===== src/rtl/sev_seg_scan_ctrl.sv =====
// Multiplexed N-digit seven-segment controller: sequential binary-to-BCD conversion plus free-running digit scan.
// Define SEV_SEG_LZB_EN to blank leading zero digits (digit 0 and overflow dashes are never blanked).
module sev_seg_scan_ctrl #(
  parameter int NUM_WIDTH   = 14,
  parameter int NUM_DIGITS  = 4,
  parameter int REFRESH_DIV = 50000
) (
  input  logic                  clk,
  input  logic                  rst,
  input  logic                  load,
  input  logic [NUM_WIDTH-1:0]  number,
  output logic                  busy,
  output logic                  ovf,
  output logic [6:0]            seg,
  output logic [NUM_DIGITS-1:0] an
);

  localparam int BCD_W = 4 * NUM_DIGITS;
  localparam int TOT_W = BCD_W + NUM_WIDTH;
  localparam int BIT_W = $clog2(NUM_WIDTH + 1);
  localparam int RD_W  = $clog2(REFRESH_DIV + 1);
  localparam int IDX_W = (NUM_DIGITS > 1) ? $clog2(NUM_DIGITS) : 1;

  localparam logic [31:0]      MAX_VAL      = 32'(10 ** NUM_DIGITS - 1);
  localparam logic [BIT_W-1:0] BIT_LAST     = BIT_W'(NUM_WIDTH - 1);
  localparam logic [RD_W-1:0]  REFRESH_LAST = RD_W'(REFRESH_DIV - 1);
  localparam logic [IDX_W-1:0] IDX_LAST     = IDX_W'(NUM_DIGITS - 1);

  localparam logic [0:0] ST_IDLE = 1'b0;
  localparam logic [0:0] ST_CONV = 1'b1;

  localparam logic [6:0] SEG_DASH  = 7'b0000001;
  localparam logic [6:0] SEG_BLANK = 7'b0000000;

  logic [0:0]            state_q, state_d;
  logic [NUM_WIDTH-1:0]  bin_q, bin_d;
  logic [BCD_W-1:0]      bcd_q, bcd_d;
  logic [BIT_W-1:0]      bit_cnt_q, bit_cnt_d;
  logic                  ovf_pend_q, ovf_pend_d;
  logic [BCD_W-1:0]      digits_q, digits_d;
  logic                  ovf_q, ovf_d;
  logic [RD_W-1:0]       refresh_q, refresh_d;
  logic [IDX_W-1:0]      idx_q, idx_d;
  logic [NUM_DIGITS-1:0] an_q, an_d;
  logic [6:0]            seg_q, seg_d;

  logic [BCD_W-1:0] bcd_adj;
  logic [TOT_W-1:0] shifted;
  logic [3:0]       cur_digit;
  logic             blank;

  function automatic logic [6:0] decode(input logic [3:0] d);
    case (d)
      4'd0:    decode = 7'b1111110;
      4'd1:    decode = 7'b0110000;
      4'd2:    decode = 7'b1101101;
      4'd3:    decode = 7'b1111001;
      4'd4:    decode = 7'b0110011;
      4'd5:    decode = 7'b1011011;
      4'd6:    decode = 7'b1011111;
      4'd7:    decode = 7'b1110000;
      4'd8:    decode = 7'b1111111;
      4'd9:    decode = 7'b1111011;
      default: decode = SEG_DASH;
    endcase
  endfunction

  // Shift-add-3 converter: one input bit per clock, commit on the last step.
  always_comb begin
    state_d    = state_q;
    bin_d      = bin_q;
    bcd_d      = bcd_q;
    bit_cnt_d  = bit_cnt_q;
    ovf_pend_d = ovf_pend_q;
    digits_d   = digits_q;
    ovf_d      = ovf_q;
    bcd_adj    = bcd_q;
    for (int i = 0; i < NUM_DIGITS; i++) begin
      if (bcd_q[4*i +: 4] >= 4'd5) bcd_adj[4*i +: 4] = bcd_q[4*i +: 4] + 4'd3;
    end
    shifted = {bcd_adj, bin_q} << 1;
    case (state_q)
      ST_IDLE: begin
        if (load) begin
          bin_d      = number;
          bcd_d      = '0;
          bit_cnt_d  = '0;
          ovf_pend_d = 32'(number) > MAX_VAL;
          state_d    = ST_CONV;
        end
      end
      ST_CONV: begin
        {bcd_d, bin_d} = shifted;
        bit_cnt_d      = bit_cnt_q + 1'b1;
        if (bit_cnt_q == BIT_LAST) begin
          state_d  = ST_IDLE;
          digits_d = shifted[TOT_W-1 -: BCD_W];
          ovf_d    = ovf_pend_q;
        end
      end
      default: state_d = ST_IDLE;
    endcase
  end

  // Scan uses next-state digits so a commit shows up on the same edge as the enable.
  always_comb begin
    refresh_d = refresh_q + 1'b1;
    idx_d     = idx_q;
    if (refresh_q == REFRESH_LAST) begin
      refresh_d = '0;
      idx_d     = (idx_q == IDX_LAST) ? '0 : idx_q + 1'b1;
    end
    an_d        = '0;
    an_d[idx_d] = 1'b1;
    cur_digit   = digits_d[{idx_d, 2'b00} +: 4];
`ifdef SEV_SEG_LZB_EN
    blank = (idx_d != '0) && ((digits_d >> {idx_d, 2'b00}) == '0);
`else
    blank = 1'b0;
`endif
    if (ovf_d)      seg_d = SEG_DASH;
    else if (blank) seg_d = SEG_BLANK;
    else            seg_d = decode(cur_digit);
  end

  always_ff @(posedge clk) begin
    if (rst) begin
      state_q    <= ST_IDLE;
      bin_q      <= '0;
      bcd_q      <= '0;
      bit_cnt_q  <= '0;
      ovf_pend_q <= 1'b0;
      digits_q   <= '0;
      ovf_q      <= 1'b0;
      refresh_q  <= '0;
      idx_q      <= '0;
      an_q       <= NUM_DIGITS'(1);
      seg_q      <= 7'b1111110;
    end else begin
      state_q    <= state_d;
      bin_q      <= bin_d;
      bcd_q      <= bcd_d;
      bit_cnt_q  <= bit_cnt_d;
      ovf_pend_q <= ovf_pend_d;
      digits_q   <= digits_d;
      ovf_q      <= ovf_d;
      refresh_q  <= refresh_d;
      idx_q      <= idx_d;
      an_q       <= an_d;
      seg_q      <= seg_d;
    end
  end

  assign busy = (state_q == ST_CONV);
  assign ovf  = ovf_q;
  assign seg  = seg_q;
  assign an   = an_q;

endmodule


===== config.mk =====
export PLATFORM = sky130hd
export DESIGN_NAME = sev_seg_scan_ctrl
export DESIGN_NICKNAME = d
export VERILOG_FILES = /design/src/rtl/sev_seg_scan_ctrl.sv
export SDC_FILE = /design/constraint.sdc
export NUM_CORES = 1
export LEC_CHECK = 0
export ABC_AREA = 1
export ABC_CLOCK_PERIOD_IN_PS = 5300
export CAP_MARGIN = 10
export CORE_ASPECT_RATIO = 1.5
export CORE_MARGIN = 3
export CORE_UTILIZATION = 40
export DETAILED_ROUTE_END_ITERATION = 8
export PLACE_DENSITY = 0.6
export RECOVER_POWER = 100
export SLEW_MARGIN = 20
export SYNTH_ARGS = -nofsm -noshare
export SYNTH_HDL_FRONTEND = slang
export SYNTH_SLANG_ARGS = --single-unit
export TNS_END_PERCENT = 1

===== constraint.sdc =====
create_clock -name clk -period 5.3 [get_ports clk]
set_input_delay 0.795 -clock clk [delete_from_list [all_inputs] [get_ports clk]]
set_output_delay 0.795 -clock clk [all_outputs]
set_load 0.03 [all_outputs]

==> reports/results.tsv <==
stage	metric	value	unit
run_status	outcome	finished, final reports clean	
layout	final_cells	727	
routing	first_pass_iters	4	
sta	rsz0062_at_grt	false	
layout	area_delta_synth_final	16.4	%
global_routing	grt_pass1_wl	15400	um
layout	mostFrequentLayoutCell	nand2_1	
worst_hold_path	min_path_type	register to register	
flow_run	max_cap_violations	0	
pwr	p_leak	2.12	nW
die	rows	44	
critical_path	crit_type	register to register	
clocking	cts_made_buffers	9	
place	gp_congestion	0.816	
critical_path	critPathCaptureType	register	
pwr	switchingPower	0.282	mW
clocking	root_buffer	clkbuf_16	
worst_hold_path	whs_endpoint	refresh_q[0]	
sta	tightest_slew	1.35	ns
global_routing	antenna_found_initial	0	
global_routing	grt_pass1_vias	3463	
routing	highest_layer	met4	
pwr	pwr_density_cell	290	mW/mm^2
yosys	synth_xor_area_share	1.27	%
place	placed_cells	712	
sta	report.final.slew_viol_count	0	
sta	setup_tns	0	ns
place	portBuffers	29	
yosys	yosysSeqAreaShare	39.8	%
critical_path	ff2ff_setup_slack	1.98	ns
clocking	cts.sinks	82	
routing	wire_per_inst	12.1	um
layout	layout_common_cells	nand2_1 (167), dfxtp_1 (82), inv_1 (67)	
yosys	ys_warn_count	0	
critical_path	crit_start	bit_cnt_q[0]	
routing	wl_met3	181	um
pwr	clockPowerShare	49.8	%
pwr	pwr-share-comb	4.6	%
layout	final_util	48.7	%
yosys	syn_inst	585	
pwr	p_int	1.11	mW
yosys	synthAdderAreaFrac	5.15	%
sta	worst_slack	1.98	ns
critical_path	rr_worst_depth	13	
layout	final_area	0.00480	sq mm
yosys	mappedNetlistNets	619	
global_routing	track_usage	16.9	%
critical_path	max_stage_delay	0.71	ns
yosys	synth.area.top_cells	dfxtp_1 (40%), nand2_1 (15%), nand3_1 (6.1%), inv_1 (6.0%), ha_1 (5.2%)	
layout	diodes	0	
sta	report.final.setup_viol	0	
die	core	0.00985	sq mm
pwr	vdd_ir_drop_max	0.000166	V
yosys	yosysTopAreaCellShare	39.8	%
routing	postRouteWirelength	8820	um
clocking	post_cts_buffers	0	
die	ios	30	
yosys	synth-async-reset-ratio	0	%
place	preCtsSetupSlack	2.20	ns
pwr	seqPwrFrac	45.5	%
die	die_w	88.9	um
die	start_util	41.9	%
die	dieArea	0.0116	sq mm
critical_path	worstPathArrival	3.50	ns
die	die_h	130	um
critical_path	critPathTopFamily	simple AND/OR/NAND/NOR gates	
routing	drt_iter0_markers	151	
routing	num_vias	3621	
place	hpwl	6370	um
yosys	synthDistinctLibCells	35	
place	place_area	0.00449	sq mm
clocking	cts_hold_buf	0	
yosys	synth_top_family_by_area	simple AND/OR/NAND/NOR gates	
yosys	synth_ff_type	dfxtp_1	
critical_path	slowest_stage	inv_1	
yosys	yosysTopAreaCell	dfxtp_1	
clocking	cts_max_level	3	
sta	max_freq	0.301	GHz
clocking	cts_tree	done	
critical_path	cp_cell_sequence	ha_1, nand4_1, inv_1, nand2_1, o21a_1, nand2_1, nand2_1, nor2_1, ha_1, nand2_1, nand3_1, nand2_1, nand2_1	
global_routing	grt_max_degree	47	
yosys	synth.avg_cell_area	7.06	sq um
critical_path	path_common_cell	nand2_1	
critical_path	r2r_start	bit_cnt_q[0]	
global_routing	grt_overflow	0	
clocking	cts.clk_slew.worst_paths	0.06	ns
clocking	cts-resized-gates	0	
routing	antenna_left	0	
sta	post-route-min-period	3.32	ns
layout	nets	642	
layout	nFillCells	970	
yosys	yosys.area_share.simple	35.8	%
yosys	synth_mux_area_share	0	%
critical_path	path_buf_inv	1	
critical_path	cp_max_fo	20	
yosys	synth_compound_area_share	9.58	%
routing	met2_length	4510	um
sta	skew	0.00444	ns
sta	slew_headroom	10.3	%
yosys	synthesis.area	0.00413	sq mm
clocking	clk_latency	0.33	ns
sta	fin_crit_sh	62.6	%
pwr	p_sw_share	20.3	%
routing	met1_length	3890	um
yosys	synth_edf_count	0	
critical_path	cp-start-kind	register	
worst_hold_path	hold_start	refresh_q[0]	
routing	route.detailed.drc	0	
sta	hold_viol_final	0	
critical_path	reg2reg_to	seg[3]	
clocking	cts.path.max_buffers	2	
yosys	ys_seq_elements	82	
critical_path	crit_required	5.49	ns
routing	vias_per_cell	4.98	
layout	drive_gt1_share	7.35	%
worst_hold_path	hold_path_depth	1	
-- layer usage --
metal / track usage [%] / vias up
met5: 0 / -
met4: 7.10 / 0
met3: 3.32 / 20
met2: 30.6 / 43
met1: 18.9 / 1625
li1: - / 1933
-- through the flow --
stage / hold slack, ns / power (mW)
after floorplan: 0.418 / 0.687
after global placement: 0.428 / 0.712
after detailed placement: 0.437 / 0.713
after CTS: 0.451 / 1.41
after global routing: 0.467 / 1.45
final: 0.449 / 1.39
-- layout make-up --
| cell class | instances | area, sq um | area share [%] |
|---|---|---|---|
| clock inverters | 5 | 104 | 2.16 |
| inverters | 68 | 255 | 5.31 |
| well taps | 115 | 144 | 3.00 |
| multi-input cells | 415 | 2120 | 44.2 |
| repair buffers | 32 | 309 | 6.43 |
| flip-flops and latches | 82 | 1640 | 34.2 |
| clock buffers | 10 | 229 | 4.77 |
-- worst max-delay path by stage --
stage	depth (start not counted)	endpoint	slack (ns)
after floorplan	13	seg[3]	3.13
after global routing	15	seg[1]	1.59
after global placement	6	refresh_q[14]	2.23
after CTS	13	seg[3]	2.27
after detailed placement	6	refresh_q[14]	2.20
final	13	seg[3]	1.98
-- registers in the layout, indices dropped and copies added, names as in the netlist --
name / count
seg: 7
refresh_q: 16
idx_q: 2
ovf: 1
bin_q: 14
bcd_q: 16
busy: 1
bit_cnt_q: 4
ovf_pend_q: 1
an: 4
digits_q: 16
-- power groups by stage --
stage	Clock, mW	Sequential (mW)	Combinational [mW]
6_report	0.693	0.633	0.0647
5_1_grt	0.737	0.634	0.0753
4_1_cts	0.714	0.633	0.0665
3_5_place_dp	0	0.647	0.0662
3_3_place_gp	0	0.646	0.0657
2_1_floorplan	0	0.647	0.0398
-- synth_stat cells, types with 6 or more instances --
master    instances
nor3_1            6
nor2_1           49
o21a_1            6
inv_1            66
nand4_1          13
a22oi_1          10
nand3_1          50
nand3_2           7
nand2_2          12
o21ai_0           8
nand2_1         167
clkbuf_1         14
dfxtp_1          82
ha_1             17
a21oi_1          31
-- kinds of logic after synthesis --
logic type      after synthesis
flops                        82
compound gates               67
xor+xnor                      6
buf+inv                      88
simple gates                325
fa+ha+maj                    17
Power figures use the tool's default switching activity.
